[src/rtl/ltc2308_pkg.sv]
// Shared types and constants for the LTC2308-style SPI responder model.
// Config word layout, MSB first: S/D, O/S, S1, S0, UNI, SLP.
package ltc2308_pkg;

  typedef enum logic [1:0] {
    IDLE    = 2'd0,
    CONVERT = 2'd1,
    SHIFT   = 2'd2,
    SLEEP   = 2'd3
  } state_t;

  localparam int CFG_W = 6;

  localparam logic [CFG_W-1:0] CFG_RESET = 6'b100010;

  localparam int CFG_SD  = 5;
  localparam int CFG_OS  = 4;
  localparam int CFG_S1  = 3;
  localparam int CFG_S0  = 2;
  localparam int CFG_UNI = 1;
  localparam int CFG_SLP = 0;

  function automatic logic [2:0] chan_of(input logic [CFG_W-1:0] cfg);
    return {cfg[CFG_S1], cfg[CFG_S0], cfg[CFG_OS]};
  endfunction

endpackage

[src/rtl/ltc2308_responder_sync_edge_det.sv]
// Multi-stage synchronizer for one asynchronous pin, followed by a single
// history flop that turns level changes into one-cycle rise/fall pulses.
module sync_edge_det #(
  parameter int STAGES = 2
) (
  input  logic clk,
  input  logic rst_n,
  input  logic din,
  output logic level,
  output logic rise,
  output logic fall
);

  logic [STAGES-1:0] sync_q;
  logic              dly_q;

  always_ff @(posedge clk or negedge rst_n) begin
    if (!rst_n) begin
      sync_q <= '0;
      dly_q  <= 1'b0;
    end else begin
      sync_q <= {sync_q[STAGES-2:0], din};
      dly_q  <= sync_q[STAGES-1];
    end
  end

  assign level = sync_q[STAGES-1];
  assign rise  = sync_q[STAGES-1] & ~dly_q;
  assign fall  = ~sync_q[STAGES-1] & dly_q;

endmodule

[src/rtl/ltc2308_responder.sv]
// Behavioural stand-in for an external LTC2308 ADC: answers convst/sck/sdi
// from the controller, returns sample_data on sdo and captures config words.
//
// state   | meaning
// IDLE    | out of reset, waiting for the first convst rise
// CONVERT | conversion timer running, busy high, sck edges are errors
// SHIFT   | sample on sdo, config on sdi; holds after the frame completes
// SLEEP   | SLP config swallowed one convst; next rise converts
module ltc2308_responder
  import ltc2308_pkg::*;
#(
  parameter int CONV_CYCLES = 80,
  parameter int DATA_BITS   = 12,
  parameter int CFG_BITS    = 6,
  parameter int SYNC_STAGES = 2
) (
  input  logic                 clk_clk,
  input  logic                 reset_reset_n,
  input  logic                 adc_convst,
  input  logic                 adc_sck,
  input  logic                 adc_sdi,
  output logic                 adc_sdo,
  input  logic [DATA_BITS-1:0] sample_data,
  output logic [2:0]           sample_chan,
  output logic                 sample_req,
  output logic [CFG_BITS-1:0]  cfg_word,
  output logic                 cfg_valid,
  output logic                 busy,
  output logic                 proto_err
);

  localparam int CNT_W = $clog2(CONV_CYCLES);
  localparam int BIT_W = $clog2(DATA_BITS + 1);

  localparam logic [CNT_W-1:0] CNT_LOAD = CNT_W'(CONV_CYCLES - 1);
  localparam logic [BIT_W-1:0] BIT_FULL = BIT_W'(DATA_BITS);
  localparam logic [BIT_W-1:0] BIT_LAST = BIT_W'(DATA_BITS - 1);
  localparam logic [BIT_W-1:0] CFG_TAKE = BIT_W'(CFG_BITS);

  logic conv_lvl, conv_rise, conv_fall;
  logic sck_lvl, sck_rise, sck_fall;
  logic sdi_lvl, sdi_rise, sdi_fall;
  logic unused_sigs;

  state_t state_q, state_nxt;

  logic [CNT_W-1:0]     conv_cnt_q;
  logic [BIT_W-1:0]     bit_cnt_q;
  logic [DATA_BITS-1:0] tx_sr_q;
  logic [CFG_BITS-1:0]  rx_sr_q;
  logic [CFG_BITS-1:0]  cfg_q;
  logic [2:0]           chan_q;
  logic                 sample_req_q, cfg_valid_q, proto_err_q;

  logic start_conv, load_tx, bit_rise, shift_tx, cfg_done, err;

  sync_edge_det #(.STAGES(SYNC_STAGES)) u_sync_convst (
    .clk   (clk_clk),
    .rst_n (reset_reset_n),
    .din   (adc_convst),
    .level (conv_lvl),
    .rise  (conv_rise),
    .fall  (conv_fall)
  );

  sync_edge_det #(.STAGES(SYNC_STAGES)) u_sync_sck (
    .clk   (clk_clk),
    .rst_n (reset_reset_n),
    .din   (adc_sck),
    .level (sck_lvl),
    .rise  (sck_rise),
    .fall  (sck_fall)
  );

  sync_edge_det #(.STAGES(SYNC_STAGES)) u_sync_sdi (
    .clk   (clk_clk),
    .rst_n (reset_reset_n),
    .din   (adc_sdi),
    .level (sdi_lvl),
    .rise  (sdi_rise),
    .fall  (sdi_fall)
  );

  assign unused_sigs = &{1'b0, conv_lvl, conv_fall, sck_lvl, sdi_rise, sdi_fall};

  always_ff @(posedge clk_clk or negedge reset_reset_n) begin
    if (!reset_reset_n) state_q <= IDLE;
    else                state_q <= state_nxt;
  end

  always_comb begin
    state_nxt  = state_q;
    start_conv = 1'b0;
    load_tx    = 1'b0;
    bit_rise   = 1'b0;
    shift_tx   = 1'b0;
    cfg_done   = 1'b0;
    err        = 1'b0;
    case (state_q)
      IDLE: begin
        if (conv_rise) begin
          start_conv = 1'b1;
          state_nxt  = CONVERT;
        end
      end
      CONVERT: begin
        if (sck_rise || sck_fall) err = 1'b1;
        if (conv_cnt_q == '0) begin
          load_tx   = 1'b1;
          state_nxt = SHIFT;
        end
      end
      SHIFT: begin
        // convst takes priority; an sck edge in the same cycle is dropped
        if (conv_rise) begin
          if (bit_cnt_q != BIT_FULL) begin
            err        = 1'b1;
            start_conv = 1'b1;
            state_nxt  = CONVERT;
          end else if (cfg_q[CFG_SLP]) begin
            state_nxt = SLEEP;
          end else begin
            start_conv = 1'b1;
            state_nxt  = CONVERT;
          end
        end else begin
          if (sck_rise && (bit_cnt_q != BIT_FULL)) begin
            bit_rise = 1'b1;
            if (bit_cnt_q == BIT_LAST) cfg_done = 1'b1;
          end
          if (sck_fall) shift_tx = 1'b1;
        end
      end
      SLEEP: begin
        if (conv_rise) begin
          start_conv = 1'b1;
          state_nxt  = CONVERT;
        end
      end
      default: state_nxt = IDLE;
    endcase
  end

  always_ff @(posedge clk_clk or negedge reset_reset_n) begin
    if (!reset_reset_n) begin
      conv_cnt_q   <= '0;
      bit_cnt_q    <= '0;
      tx_sr_q      <= '0;
      rx_sr_q      <= '0;
      cfg_q        <= CFG_RESET;
      chan_q       <= 3'd0;
      sample_req_q <= 1'b0;
      cfg_valid_q  <= 1'b0;
      proto_err_q  <= 1'b0;
    end else begin
      sample_req_q <= start_conv;
      cfg_valid_q  <= cfg_done;
      proto_err_q  <= err;

      if (start_conv) begin
        conv_cnt_q <= CNT_LOAD;
        chan_q     <= chan_of(cfg_q);
        bit_cnt_q  <= '0;
        rx_sr_q    <= '0;
      end else if ((state_q == CONVERT) && (conv_cnt_q != '0)) begin
        conv_cnt_q <= conv_cnt_q - CNT_W'(1);
      end

      if (start_conv || (state_nxt == SLEEP)) tx_sr_q <= '0;
      else if (load_tx)                       tx_sr_q <= sample_data;
      else if (shift_tx)                      tx_sr_q <= tx_sr_q << 1;

      if (bit_rise) begin
        bit_cnt_q <= bit_cnt_q + BIT_W'(1);
        if (bit_cnt_q < CFG_TAKE) rx_sr_q <= {rx_sr_q[CFG_BITS-2:0], sdi_lvl};
      end

      // the received word only steers the following conversion
      if (cfg_done) cfg_q <= rx_sr_q;
    end
  end

  assign adc_sdo     = tx_sr_q[DATA_BITS-1];
  assign sample_chan = chan_q;
  assign sample_req  = sample_req_q;
  assign cfg_word    = cfg_q;
  assign cfg_valid   = cfg_valid_q;
  assign busy        = (state_q == CONVERT);
  assign proto_err   = proto_err_q;

endmodule

[config.mk]
export PLATFORM = sky130hd
export DESIGN_NAME = ltc2308_responder
export DESIGN_NICKNAME = d
export VERILOG_FILES = /design/src/rtl/ltc2308_pkg.sv /design/src/rtl/ltc2308_responder_sync_edge_det.sv /design/src/rtl/ltc2308_responder.sv
export SDC_FILE = /design/constraint.sdc
export NUM_CORES = 1
export LEC_CHECK = 0
export CAP_MARGIN = 30
export CORE_MARGIN = 2
export CORE_UTILIZATION = 40
export DETAILED_ROUTE_END_ITERATION = 8
export DONT_BUFFER_PORTS = 1
export PLACE_DENSITY = 0.53
export SYNTH_ARGS = -nofsm -noshare
export SYNTH_HDL_FRONTEND = slang
export SYNTH_SLANG_ARGS = --single-unit
[constraint.sdc]
create_clock -name clk_clk -period 2.1 [get_ports clk_clk]
set_input_delay 0.42 -clock clk_clk [delete_from_list [all_inputs] [get_ports clk_clk]]
set_output_delay 0.42 -clock clk_clk [all_outputs]
set_load 0.01 [all_outputs]
==> results.md, run 1 <==
- Total clock buffers created by CTS: 5
- Power per unit of standard cell area: ~910 nW/um^2
- Maximum number of buffers from clock root to sink: 2
- Antenna violation net count after detailed routing: 0
- Via count of the first global-routing pass: 1585
- Number of flops mapped to enable cells by yosys: 0
- Sink Count: about 50
- Remaining DRCs: 0
- Effective utilization at floorplan: 0.418
- Number of violations reported at the end of detailed-routing iteration 0: between 40 and 50
- PnR Total Power: ~2.4 mW
- Most used cell, CP: sky130_fd_sc_hd__buf_4
- Clock Root Buffer: sky130_fd_sc_hd__clkbuf_8
- Number of failing hold endpoints at the final stage: 0
- Pin count of the biggest net entering global routing: between 50 and 60
- Slew margin rel.: 0.762
- Number of placed I/O pins: 31
- Crit path max fanout: 9
- Post-route fraction of the period consumed by the critical path: 0.957
- Async SR Flop Fraction: 1.00
- Share of post-route cells with drive strength above 1: 0.201
- Layout fillers: 543
- Transition time at the pin with the least slew margin: approximately 0.36 ns
- CP Launch Type: flop
- Layout area overhead: 15.0%
- Global-route total usage across every layer: 0.145
- Number of iterations in the first detailed-routing pass: 4
- Leading cell types in the layout, fill and taps excluded: sky130_fd_sc_hd__dfrtp_1 (49), sky130_fd_sc_hd__nand2_1 (33), sky130_fd_sc_hd__nor2_1 (17), sky130_fd_sc_hd__buf_4 (17), sky130_fd_sc_hd__nand3_1 (13)
- Number of vias after detailed routing: roughly 1600
- Highest ir drop seen on vdd: between 0.3 and 0.4 mV
- CP delay by family, top: buffers and inverters
- Syn_nets: 238
- Result of the run: finished, final reports clean
- Sort of element at the end of the critical path: flop
- Mean instance size in the synthesized netlist: approximately 11 um^2
- Final core utilization: 0.481
- CTS tree: built
- Number of violations of the max-capacitance limit: 0
- IO buf count: 0
- Wire length of the first global-routing pass: 7300 um
- Combined area of all synthesized cells: between 2000 and 2500 um^2
- Final count of pins violating max slew: 0
- Footprint of the flip-flops and latches: between 1000 and 1500 um^2
- Number of warnings reported in the yosys synthesis log: 0
- Clock slew at the register clock pins of the worst setup and hold paths: 0.08 ns
- Placeable core region: roughly 5600 um^2
- Maximum clock frequency: roughly 500 MHz
- Average routed wire per standard cell: roughly 14 um
- Die Ht: roughly 80 um
- Synthesis-stage register bit count: 51
- Fin area: between 2000 and 3000 um^2
- Aggregate routed wire length: around 4300 um
- Worst path bufs/invs: 4
- Inserted Diodes: 0
- Hold_ws: between 0.1 and 0.15 ns
- Worst-path cell with the longest stage delay: sky130_fd_sc_hd__dfrtp_1
- Number of vias per cell: 5.23
- Slowest stage delay, CP: about 0.38 ns
- Worst path arrival time: 2.19 ns
- DIE WIDTH: 80.3 um
- Tightest Hold Check Type: in2reg
- Endpoint required time on the critical path: around 2.3 ns
- Combined area of the multi-input logic cells: between 900 and 1000 um^2
- Static leakage: between 1 and 1.5 nW
- Clock latency on the worst-skew pair: between 0.2 and 0.3 ns
- Gate Count Post-Synth: between 200 and 250
- Final Wtd Congestion: ~0.7
- Number of H-tree levels: 2
- Sequential element share of the synthesized area: 0.549
- Std-Cell Rows: 27
- Final critical-path required period: 2.01 ns
- Distinct cell type count after synthesis: 44
- Placed cell area: around 2500 um^2
- Detailed-placement wirelength estimate: ~3000 um
- Initial antenna violation count: 0
- Type of the worst setup path: reg2reg
- Setup-violating endpoint count in the final report: 0
- Leading cell type in the layout, fill and taps excluded: sky130_fd_sc_hd__dfrtp_1
- Global route total overflow: 0
- Final-stage net count: 257
- Flip-flop cell with the highest count after synthesis: sky130_fd_sc_hd__dfrtp_1
- Setup clock skew after layout: between 0.007 and 0.008 ns
- Die Footprint: ~6500 um^2
- Crit path cell chain: inv_1 -> ha_1 -> nor3b_2 -> buf_4 -> o221ai_4 -> buf_12 -> buf_4 -> nand2_1 -> o21ai_0 -> a21o_1
[synth_stat cells (all sizes together), types with 3 or more instances]
master | count | area share
ha | 7 | 0.038
o21ai | 5 | 0.011
nand3 | 14 | 0.030
nand2 | 33 | 0.053
nor2 | 17 | 0.027
nor3 | 4 | 0.011
inv | 13 | 0.021
clkbuf | 4 | 0.0070
mux2i | 11 | 0.047
mux2 | 6 | 0.029
xnor2 | 3 | 0.011
a211oi | 10 | 0.032
buf | 5 | 0.014
dfrtp | 49 | 0.53
[flip-flops by register name, indices dropped and copies added, names as in the netlist, 3 cells and up]
signal	count
tx_sr_q	12
conv_cnt_q	7
cfg_word	6
rx_sr_q	6
bit_cnt_q	4
sample_chan	3
[layer usage]
layer | vias to the layer above | global-route usage | share of wire
li1 | 777 | - | -
met1 | 784 | 0.182 | 0.43
met2 | 34 | 0.243 | 0.51
met3 | 6 | 0.0360 | 0.049
met4 | 0 | 0.0559 | 0.012
met5 | - | 0 | 0
[worst register-to-register path, stage by stage (launching register included)]
cell and delay [ns]:
sky130_fd_sc_hd__dfrtp_1 0.38, sky130_fd_sc_hd__inv_1 0.08, sky130_fd_sc_hd__ha_1 0.24, sky130_fd_sc_hd__nor3b_2 0.27, sky130_fd_sc_hd__buf_4 0.17, sky130_fd_sc_hd__o221ai_4 0.13
sky130_fd_sc_hd__buf_12 0.17, sky130_fd_sc_hd__buf_4 0.13, sky130_fd_sc_hd__nand2_1 0.05, sky130_fd_sc_hd__o21ai_0 0.09, sky130_fd_sc_hd__a21o_1 0.19
[stage by stage]
| stage | setup WS [ns] | std cells | TNS [ns] |
|---|---|---|---|
| after floorplan | 0.0950 | 214 | 0 |
| after global placement | 0.108 | 290 | 0 |
| after detailed placement | 0.0355 | 290 | 0 |
| after CTS | 0.0119 | 300 | 0 |
| after global routing | -0.0427 | 306 | -0.0427 |
| final | 0.0911 | 306 | 0 |
[repair_timing]
item	in CTS	in global routing
hold endpoints to repair	51	0
resized for setup	0	8
hold buffers	2	0
setup endpoints to repair	0	14
buffers inserted	0	5
[cell families after synthesis]
logic type	Yosys count	synth area share
AOI/OAI and AO/OA	29	0.108
xor gates and xnor gates	4	0.0150
adders and majority gates	7	0.0376
buffers and inverters	22	0.0424
DFF	51	0.549
muxes	17	0.0763
and+or+nand+nor	84	0.172
[path summary, 6_finish.rpt]
check | start | endpoint | slack, ns | cells past startpoint
worst max-delay path | state_q[1] | bit_cnt_q[2] | 0.09 | 10
worst min-delay path | adc_sck | u_sync_sck.sync_q[0] | 0.15 | 0
worst max register to register | state_q[1] | bit_cnt_q[2] | 0.09 | 10
worst min register to register | u_sync_sdi.sync_q[0] | u_sync_sdi.sync_q[1] | 0.35 | 0
max in group asynchronous | reset_reset_n | cfg_word[5] | 1.19 | 2
min in group asynchronous | reset_reset_n | u_sync_sck.dly_q | 0.63 | 2
[power by group]
group          switching [mW]  internal [mW]
Combinational           0.410          0.332
Clock                   0.288          0.266
Sequential             0.0766           1.07
[final cells by class]
type,count,share of cell area
clock buffer,7,0.0322
timing repair buffer,21,0.0733
tap,72,0.0336
clock inverter,1,0.00187
multi-input combinational,141,0.363
sequential,51,0.477
inverter,13,0.0182
No activity file was read; power rests on OpenSTA's default activity.
==> run 2, diff against run 1 <==
- CORE_MARGIN: 2 -> 4
- clock period: 2.1 -> 2.45 ns (I/O delays scaled with it)
==> run 2 against run 1 <==
  * Combinational power decreased by 33%
  * Final cell count decreased by 4.6%
  * Total power decreased by 15%
  * Non-clock buffer count decreased by 14
  * Flip-flop and latch count unchanged
  * Sequential share of layout area increased by 2.2 points
  * Cell area decreased by 4.3%
  * Count of clock-buffer cells in the layout decreased by 1
  * Sequential power decreased by 14%
  * Setup slack improved by 0.12 ns
  * Critical endpoint is now tx_sr_q[3]
  * Largest cell class unchanged
  * Largest power group unchanged
  * Highest routed layer unchanged
==> results.md, run 2 (synthesized netlist as in run 1, its figures left out) <==
- Global route total overflow: 0 (unchanged)
- Die Ht: 84.3 um (+5.0%)
- Number of placed I/O pins: 31 (unchanged)
- Number of violations of the max-capacitance limit: 0 (unchanged)
- Crit path max fanout: 8 (-1)
- Final count of pins violating max slew: 0 (unchanged)
- Clock Root Buffer: sky130_fd_sc_hd__clkbuf_8
- Post-route fraction of the period consumed by the critical path: 0.915 (-0.0413)
- Power per unit of standard cell area: 813 nW/um^2 (-11%)
- Sink Count: 51 (unchanged)
- Highest ir drop seen on vdd: 0.351 mV (+3.5%)
- Endpoint of the lowest-slack register-to-register path: tx_sr_q[3]
- Worst Reg2Reg Path Length in Cells: 7 (-3)
- Number of vias per cell: 5.23 (about the same)
- Share of post-route cells with drive strength above 1: 0.127 (-0.0736)
- Setup clock skew after layout: 0.00455 ns (-0.00320 ns)
- Final-stage net count: 243 (-5.4%)
- Layout area overhead: 9.99%
- Worst path setup slack after routing: 0.207 ns (+0.116 ns)
- Setup-violating endpoint count in the final report: 0 (unchanged)
- Number of failing hold endpoints at the final stage: 0 (unchanged)
- Remaining DRCs: 0 (unchanged)
- Sort of element at the end of the critical path: flop
- Leading cell types in the layout, fill and taps excluded: sky130_fd_sc_hd__dfrtp_1 (49), sky130_fd_sc_hd__nand2_1 (33), sky130_fd_sc_hd__nor2_1 (17)
- Slew margin rel.: 0.562 (-0.201)
- Number of H-tree levels: 2 (unchanged)
- Std-Cell Rows: 27 (unchanged)
- Clock latency on the worst-skew pair: 0.30 ns (about the same)
- Endpoint required time on the critical path: 2.59 ns (+0.31 ns)
- Maximum number of buffers from clock root to sink: 2 (unchanged)
- Aggregate routed wire length: 4340 um (about the same)
- Via count of the first global-routing pass: 1611 (+1.6%)
- Leading registers by flop count: tx_sr_q (12), conv_cnt_q (7)
- Type of the worst setup path: reg2reg
- Wire length of the first global-routing pass: 7720 um (+5.8%)
- Antenna violation net count after detailed routing: 0 (unchanged)
- CTS tree: built
- Leading cell type in the layout, fill and taps excluded: sky130_fd_sc_hd__dfrtp_1
- Maximum clock frequency: 446 MHz (-10%)
- Clock slew at the register clock pins of the worst setup and hold paths: 0.09 ns (about the same)
- Final critical-path required period: 2.24 ns (+0.234 ns)
- Global Route met3 Usage: 0.0442 (+0.00821)
- Initial antenna violation count: 0 (unchanged)
- Launch instance of the worst register-to-register path: state_q[1]
- Number of buffers added to fix hold violations after cts: 1 (-1)
- Effective utilization at floorplan: 0.418 (unchanged)
- Inserted Diodes: 0 (unchanged)
- Number of flip-flops in the largest register: 12 (unchanged)
- Pin count of the biggest net entering global routing: 50 (-3.8%)
- Final Wtd Congestion: 0.787 (+12%)
- Transition time at the pin with the least slew margin: 0.656 ns (+0.301 ns)
- Sum Neg Setup Slack: 0 ns (unchanged)
- Tightest Hold Check Type: in2async
- Number of violations reported at the end of detailed-routing iteration 0: 47 (-2.1%)
- Result of the run: finished, final reports clean
- Cts repair resizes: 0 (unchanged)
- Static leakage: 1.17 nW (-4.8%)
- Buffers inserted by post-CTS timing repair: 0 (unchanged)
- Final core utilization: 0.460 (-0.0209)
- Die Footprint: 7110 um^2 (+10%)
- Layout fillers: 531 (-2.2%)
- Busiest layer in global routing: met2
- CP Launch Type: flop
- Number of vias after detailed routing: 1528 (-4.6%)
- Number of iterations in the first detailed-routing pass: 4 (unchanged)
- Global-route total usage across every layer: 0.133 (-0.0129)
- Placeable core region: 5570 um^2 (unchanged)
- RSZ-0062 raised after global routing: no
- Total clock buffers created by CTS: 5 (unchanged)
- Worst slack after detailed placement: 0.220 ns (+0.185 ns)
- DIE WIDTH: 84.3 um (+5.0%)
- Detailed-placement wirelength estimate: 3060 um (+1.9%)
- Worst path arrival time: 2.38 ns (+0.19 ns)
- Average routed wire per standard cell: 14.9 um (+4.8%)
- Met1 GRT Util: 0.179 (-0.00229)
- Slack of the worst reg-to-reg path: 0.21 ns (+0.12 ns)
- GR Layer Usage met2: 0.202 (-0.0402)
- IO buf count: 0 (unchanged)
- Register with the most flip-flops: tx_sr_q
-- run 2: changes by cell type in the layout (fill, tap and decap cells not counted), sizes merged --
| cell | delta |
|---|---|
| buf | -14 |
| bufinv | +1 |
| clkbuf | -1 |
-- run 2: worst max-delay path by stage --
stage / startpoint / endpoint / depth (start not counted)
finish: state_q[1] / tx_sr_q[3] / 7
global route: state_q[1] / tx_sr_q[2] / 7
CTS: state_q[1] / tx_sr_q[8] / 7
detailed placement: state_q[1] / tx_sr_q[3] / 7
global placement: conv_cnt_q[0] / tx_sr_q[8] / 7
floorplan: state_q[1] / tx_sr_q[11] / 8
-- run 2: report_power, final --
| part | switching [mW] | internal [mW] | leakage (nW) |
|---|---|---|---|
| clock | 0.268 | 0.331 | 0.0612 |
| combinational | 0.306 | 0.190 | 0.442 |
| sequential | 0.0703 | 0.917 | 0.662 |
| total | 0.645 | 1.44 | 1.17 |
-- run 2: critical path, cell delays in order, from the launching register on --
cell and delay [ns]:
sky130_fd_sc_hd__dfrtp_1 0.38, sky130_fd_sc_hd__inv_1 0.07, sky130_fd_sc_hd__ha_1 0.27, sky130_fd_sc_hd__nor3b_2 0.36
sky130_fd_sc_hd__a21oi_1 0.19, sky130_fd_sc_hd__o41ai_4 0.51, sky130_fd_sc_hd__buf_4 0.24, sky130_fd_sc_hd__a211oi_1 0.06
-- run 2: through the flow --
stage	total power [mW]	instances	hold WS [ns]	cell area, um^2
detailed placement	1.48	282	0.197	2410
global route	2.21	292	0.0334	2560
CTS	2.11	291	0.00944	2550
floorplan	1.37	214	0.194	2330
finish	2.08	292	0.0266	2560
global placement	1.46	282	0.196	2410
-- run 2: layer usage --
layer	share of wire	vias up
met3	0.061	5
li1	-	749
met5	0	-
met4	0.010	0
met2	0.46	34
met1	0.47	740
-- run 2: layout make-up --
cell class | count | area [um^2] | share of cell area
flip-flops and latches | 51 | 1280 | 0.499
clock buffers | 6 | 82.6 | 0.0322
repair buffers | 7 | 75.1 | 0.0293
well taps | 72 | 90.1 | 0.0352
multi-input cells | 141 | 952 | 0.372
inverters | 13 | 48.8 | 0.0190
clock inverters | 2 | 35.0 | 0.0137
==> run 3, diff against run 2 <==
- ABC_CLOCK_PERIOD_IN_PS: default -> 2450
- CAP_MARGIN: 30 -> default
- GPL_TIMING_DRIVEN: default -> 0
==> run 3 against run 2 <==
  * Count of clock-buffer cells in the layout rose by 1
  * Core utilization fell by 0.067 points
  * Combinational power barely moved
  * Final cell count rose by 1.4%
  * Clock skew rose by 0.0061 ns
  * Critical endpoint is now tx_sr_q[4]
  * Critical path depth rose by 1
==> results.md, run 3 (synthesized netlist as in run 1, its figures left out) <==
- Sum Neg Setup Slack: 0 ns (unchanged)
- Worst path bufs/invs: 3 (+1)
- Leading cell type in the layout, fill and taps excluded: sky130_fd_sc_hd__dfrtp_1
- Antenna violation net count after detailed routing: 0 (unchanged)
- Logic depth of the worst setup path including buffers: 8 (+1)
- Number of iterations in the first detailed-routing pass: 4 (unchanged)
- Crit path cell chain: inv_1 -> ha_1 -> buf_2 -> nor3b_4 -> a21oi_1 -> o41ai_4 -> buf_6 -> a211oi_1
- Worst slack after detailed placement: 0.136 ns (-0.0843 ns)
- Static leakage: 1.16 nW (about the same)
- Via count of the first global-routing pass: 1564 (-2.9%)
- Final Wtd Congestion: 0.693 (-12%)
- Maximum clock frequency: 450 MHz (+0.85%)
- Placeable core region: 5570 um^2 (unchanged)
- Power per unit of standard cell area: 775 nW/um^2 (-4.7%)
- Remaining DRCs: 0 (unchanged)
- Number of violations of the max-capacitance limit: 0 (unchanged)
- RSZ-0062 raised after global routing: no
- CTS tree: built
- Final-stage net count: 247 (+1.6%)
- Result of the run: finished, final reports clean
- Detailed-placement wirelength estimate: 2950 um (-3.3%)
- DIE WIDTH: 84.3 um (unchanged)
- Leading registers by flop count: tx_sr_q (12), conv_cnt_q (7)
- CP Launch Type: flop
- Wire length of the first global-routing pass: 7580 um (-1.8%)
- Aggregate routed wire length: 4400 um (+1.3%)
- Die Footprint: 7110 um^2 (unchanged)
- Pin count of the biggest net entering global routing: 50 (unchanged)
- Worst path arrival time: 2.37 ns (about the same)
- Initial antenna violation count: 0 (unchanged)
- Busiest layer in global routing: met2
- Setup-violating endpoint count in the final report: 0 (unchanged)
- Worst path setup slack after routing: 0.226 ns (+0.0189 ns)
- Number of failing hold endpoints at the final stage: 0 (unchanged)
- Slack of the worst reg-to-reg path: 0.23 ns (+0.02 ns)
- GR Layer Usage met2: 0.194 (-0.00789)
- Tightest Hold Check Type: in2async
- Effective utilization at floorplan: 0.418 (unchanged)
- Number of flip-flops in the largest register: 12 (unchanged)
- Share of post-route cells with drive strength above 1: 0.125 (-0.00227)
- Final count of pins violating max slew: 0 (unchanged)
- Sink Count: 51 (unchanged)
- Worst-path cell with the longest stage delay: sky130_fd_sc_hd__o41ai_4
- Slew margin rel.: 0.523 (-0.0382)
- Global route total overflow: 0 (unchanged)
- CP delay by family, top: compound AO/OA/AOI/OAI gates
- PnR Total Power: 1.98 mW (-4.8%)
- Number of H-tree levels: 2 (unchanged)
- Maximum number of buffers from clock root to sink: 2 (unchanged)
- Launch instance of the worst register-to-register path: state_q[1]
- Final core utilization: 0.459 (-0.000673)
- Average routed wire per standard cell: 14.9 um (about the same)
- Inserted Diodes: 0 (unchanged)
- Footprint of the flip-flops and latches: 1280 um^2 (unchanged)
- Global-route total usage across every layer: 0.133 (about the same)
- Leading cell types in the layout, fill and taps excluded: sky130_fd_sc_hd__dfrtp_1 (49), sky130_fd_sc_hd__nand2_1 (33), sky130_fd_sc_hd__nor2_1 (17)
- Layout fillers: 533 (+0.38%)
- Std-Cell Rows: 27 (unchanged)
- Total clock buffers created by CTS: 5 (unchanged)
- Number of vias per cell: 5.19 (-0.83%)
- Type of the worst setup path: reg2reg
- Clock Root Buffer: sky130_fd_sc_hd__clkbuf_8
- IO buf count: 0 (unchanged)
- Crit path max fanout: 10 (+2)
- Clock latency on the worst-skew pair: 0.30 ns (about the same)
- Setup clock skew after layout: 0.0106 ns (+0.00608 ns)
- Clock slew at the register clock pins of the worst setup and hold paths: 0.09 ns (about the same)
- Combined area of the multi-input logic cells: 958 um^2 (+0.66%)
- Post-route fraction of the period consumed by the critical path: 0.908 (-0.00773)
- Slowest stage delay, CP: 0.44 ns (-0.07 ns)
- Final critical-path required period: 2.22 ns (-0.0189 ns)
- Global Route met3 Usage: 0.0393 (-0.00491)
- Number of violations reported at the end of detailed-routing iteration 0: 46 (-2.1%)
- Worst Reg2Reg Path Length in Cells: 8 (+1)
- Sort of element at the end of the critical path: flop
- Die Ht: 84.3 um (unchanged)
- Met1 GRT Util: 0.184 (+0.00510)
- Number of placed I/O pins: 31 (unchanged)
- Number of vias after detailed routing: 1536 (+0.52%)
- Highest ir drop seen on vdd: 0.386 mV (+10%)
- Layout area overhead: 9.83%
- Endpoint of the lowest-slack register-to-register path: tx_sr_q[4]
- Transition time at the pin with the least slew margin: 0.711 ns (+0.0549 ns)
- Endpoint required time on the critical path: 2.60 ns (about the same)
- Register with the most flip-flops: tx_sr_q
## run 3: cell count changes in the layout (fill, tap and decap cells not counted), sizes merged
| cell | previous run | this run |
|---|---|---|
| bufinv | 1 | 0 |
| clkbuf | 6 | 11 |
## run 3: what timing repair did
| action | 4_1_cts | 5_1_grt |
|---|---|---|
| endpoints found under the hold margin | 49 | 2 |
| setup endpoints to repair | 0 | 9 |
| resized for setup | 0 | 1 |
| hold buffers | 1 | 1 |
| buffers inserted | 0 | 0 |
## run 3: how the worst max path moves through the flow
stage / start / to
finish: state_q[1] / tx_sr_q[4]
global route: state_q[1] / tx_sr_q[4]
CTS: state_q[1] / tx_sr_q[4]
detailed placement: state_q[1] / tx_sr_q[3]
global placement: state_q[1] / tx_sr_q[7]
floorplan: state_q[1] / tx_sr_q[11]
## run 3: cell type report
type                            instances  share of cell area
Buffer                                  9              0.0196
Clock buffer                            7              0.0337
Clock inverter                          1             0.00342
Inverter                               13              0.0191
Multi-Input combinational cell        141               0.375
Sequential cell                        51               0.500
Tap cell                               72              0.0352
Timing Repair Buffer                    2              0.0147
## run 3: report_power, final
part,total (mW),internal [mW],switching (mW)
Sequential,0.989,0.917,0.0720
Clock,0.499,0.232,0.268
Combinational,0.494,0.186,0.308
## run 3: worst register-to-register path, cell delays in order, from the launching register on
cell and delay [ns]:
sky130_fd_sc_hd__dfrtp_1 0.38, sky130_fd_sc_hd__inv_1 0.08, sky130_fd_sc_hd__ha_1 0.24, sky130_fd_sc_hd__buf_2 0.20, sky130_fd_sc_hd__nor3b_4 0.29, sky130_fd_sc_hd__a21oi_1 0.17, sky130_fd_sc_hd__o41ai_4 0.44, sky130_fd_sc_hd__buf_6 0.21
sky130_fd_sc_hd__a211oi_1 0.06
## run 3: per-stage QoR
stage                     cell area (um^2)  hold WS [ns]  std cells
after detailed placement              2420         0.197        286
after global routing                  2560        0.0295        296
after floorplan                       2330         0.194        214
after global placement                2420         0.196        286
final                                 2560        0.0373        296
after CTS                             2540        0.0119        295
## run 3: routing by layer
layer / part of all wire / vias to the layer above
met3: 0.052 / 8
met1: 0.50 / 744
met2: 0.44 / 27
li1: - / 757
met4: 0.015 / 0
met5: 0 / -
